--- config.mk ---
export PLATFORM = sky130hd
export DESIGN_NAME = trace_compare
export DESIGN_NICKNAME = d
export VERILOG_FILES = /design/src/rtl/trace_pkg.sv /design/src/rtl/trace_compare.sv
export SDC_FILE = /design/constraint.sdc
export NUM_CORES = 1
export LEC_CHECK = 0
export CAP_MARGIN = 20
export CORE_AREA = 8 8 45 47
export DETAILED_ROUTE_END_ITERATION = 16
export DIE_AREA = 0 0 53 55
export PLACE_DENSITY = 0.93
export SKIP_LAST_GASP = 1
export SYNTH_ARGS = -nofsm -noshare
export SYNTH_HDL_FRONTEND = slang
export SYNTH_SLANG_ARGS = --single-unit
--- constraint.sdc ---
create_clock -name vclk -period 13.6
set_input_delay 2.72 -clock vclk [all_inputs]
set_output_delay 2.72 -clock vclk [all_outputs]
set_load 0.03 [all_outputs]
--- src/rtl/trace_pkg.sv ---
// rtl/trace_pkg.sv - shared grid types, round states and popcount for the trace round checker
package trace_pkg;

  localparam int GRID_DIM   = 4;
  localparam int GRID_CELLS = GRID_DIM * GRID_DIM;

  typedef logic [GRID_CELLS-1:0] trace_t;

  typedef enum logic [2:0] {
    IDLE,
    SHOW,
    INPUT,
    JUDGE,
    RESULT
  } state_e;

  function automatic logic [4:0] popcount(input trace_t t);
    logic [4:0] cnt;
    cnt = '0;
    for (int i = 0; i < GRID_CELLS; i++) begin
      cnt = cnt + {4'b0000, t[i]};
    end
    return cnt;
  endfunction

endpackage

--- src/rtl/trace_compare.sv ---
// rtl/trace_compare.sv - number of cells that differ between two grids
module trace_compare
  import trace_pkg::*;
(
  input  trace_t     a_i,
  input  trace_t     b_i,
  output logic [4:0] mismatch_count_o
);

  assign mismatch_count_o = popcount(a_i ^ b_i);

endmodule

==> impl_metrics.yaml <==
finish:
  area_growth_syn_to_layout_pct: 78.8
  ff_latch_area_um2: 0
  drive_gt1_frac: 0.0116
  fin_area_um2: 886
  layout.nets: 135
  final_cells: 102
  nClkBuffers: 0
  n_antenna_cell: 0
  seq_cell_count: 0
  layout_commonest_cell: "clkdlybuf4s50_1"
  layout_common_cells: "clkdlybuf4s50_1 (37), inv_1 (12), xor2_1 (11), fa_1 (10), xnor2_1 (7)"
logic_synthesis:
  ys_seq_area_frac: 0
  netlist.area_leader.share: 0.404
  synth_area_um2: 495
  synthDistinctLibCells: 9
  synth_nets: 96
  avgSynthCellArea_um2: 10.1
  synth_top_area_cell: "fa_1"
  synth_area_leaders: "fa_1 (40%), xor2_1 (19%), ha_1 (13%)"
  yosysWarnings: 0
  synthCells: 49
critical_path:
  required_ns: 10.88
  critPathKind: "primary input to output pin"
  slowest_stage: "clkdlybuf4s50_1"
  cp.arrival_ns: 7.07
  cp_common_cell: "fa_1"
  crit_path_cell_trace: "clkdlybuf4s50_1, xnor2_1, fa_1, inv_1, fa_1, fa_1, inv_1, fa_1, inv_1, ha_1, inv_1, fa_1, nor2b_1, o21a_1, clkdlybuf4s50_1"
  path_max_fanout: 2
  critPathMaxStageDelay_ns: 0.67
  cp-start-kind: "primary input"
  crit_buf_inv: 6
  cp_top_family: "adder cells"
  cp-end-kind: "output pin"
power_and_ir_drop:
  vdd_drop_max_mv: 0.236
  p_per_area_nw_per_um2: 283
  total_leakage_power_nw: 0.393
die:
  start_util: 0.358
  core_um2: 1380
  ios: 37
  dieArea_um2: 2920
  die_h_um: 55
  fp.dieW_um: 53
  core.rowCount: 14
sta:
  rsz0062_at_grt: "no"
  worst_hold_slack_ns: 6.81
  slew_headroom: 0.785
  period_needed_ns: 9.79
  setup_viol: 0
  slew_violations: 0
  post-route-period-util: 0.720
  setup_ws_ns: 3.81
  setup-tns-final_ns: 0
  max_freq_mhz: 102
  finalHoldViolations: 0
  worst_slew_pin_slew_ns: 0.322
global_route:
  grt_pass1_wl_mm: 2.19
  grt_pass1_vias: 546
  grt.total_usage: 0.0931
  gr-total-overflow: 0
  antenna_found_initial: 0
  grt_max_degree: 4
place:
  dp.cells: 102
  finalWeightedCongestion: 0.749
  pre_cts_slack_ns: 3.80
  port_buffers: 37
  dp_hpwl_mm: 1.20
  dpl_cell_area_um2: 886
drt:
  ant_nets: 0
  dr.pass1.iters: 2
  drc_errors: 0
  wire_per_inst_um: 12.0
  drt-initial-drc-count: 2
  vias: 452
  finalWirelength_mm: 1.22
  vias_per_cell: 4.43
clock_network:
  hold_buffers: 0
  postCtsSetupBuffers: 0
  cts_resized: 0
min_path:
  hold_end: "mismatch_count_o[0]"
  hold_class: "primary input to output pin"
  hold_depth: 4
  hold_start: "a_i[2]"
run_status:
  status: "finished, final reports clean"
run:
  cap_violations: 0
per-stage QoR:
stage                     power, mW  utilization
after floorplan               0.168            -
after detailed placement      0.253        0.640
after global routing          0.278        0.640
after CTS                     0.255        0.640
after global placement        0.249        0.640
final                         0.251        0.640
area by class of cell:
class / instances / area [um2]
fillers: 119 / 498
multi-input cells: 37 / 450
repair buffers: 37 / 370
inverters: 12 / 45.0
well taps: 16 / 20.0
synth_stat cells:
library cell	number
a21o_1	1
a21oi_2	1
fa_1	10
ha_1	5
inv_1	12
nor2b_1	1
o21a_1	1
xnor2_1	7
xor2_1	11
worst max-delay path by stage:
stage / from / endpoint / slack [ns] / cells past startpoint
4_1_cts: b_i[0] / mismatch_count_o[4] / 3.78 / 15
2_1_floorplan: a_i[0] / mismatch_count_o[2] / 4.71 / 12
3_5_place_dp: b_i[0] / mismatch_count_o[4] / 3.80 / 15
5_1_grt: b_i[0] / mismatch_count_o[4] / 3.56 / 15
6_report: b_i[0] / mismatch_count_o[4] / 3.81 / 15
3_3_place_gp: a_i[0] / mismatch_count_o[4] / 3.87 / 15
layer usage:
metal,track usage,routed length [um],vias up
li1,-,-,217
met1,0.0885,420,206
met2,0.189,642,27
met3,0.0294,135,2
met4,0.0172,21,0
met5,0,0,-
logic make-up after synthesis:
group | Yosys count | share of synthesized area
fa+ha+maj | 15 | 0.530
simple gates | 1 | 0.0126
compound gates | 3 | 0.0480
xor+xnor | 18 | 0.318
buf+inv | 12 | 0.0909
report_power, final:
| part | internal [mW] | switching, mW |
|---|---|---|
| Combinational | 0.113 | 0.138 |
| Clock | 0 | 0 |
| Sequential | 0 | 0 |
Note: power is estimated with default switching activity, not from simulation.
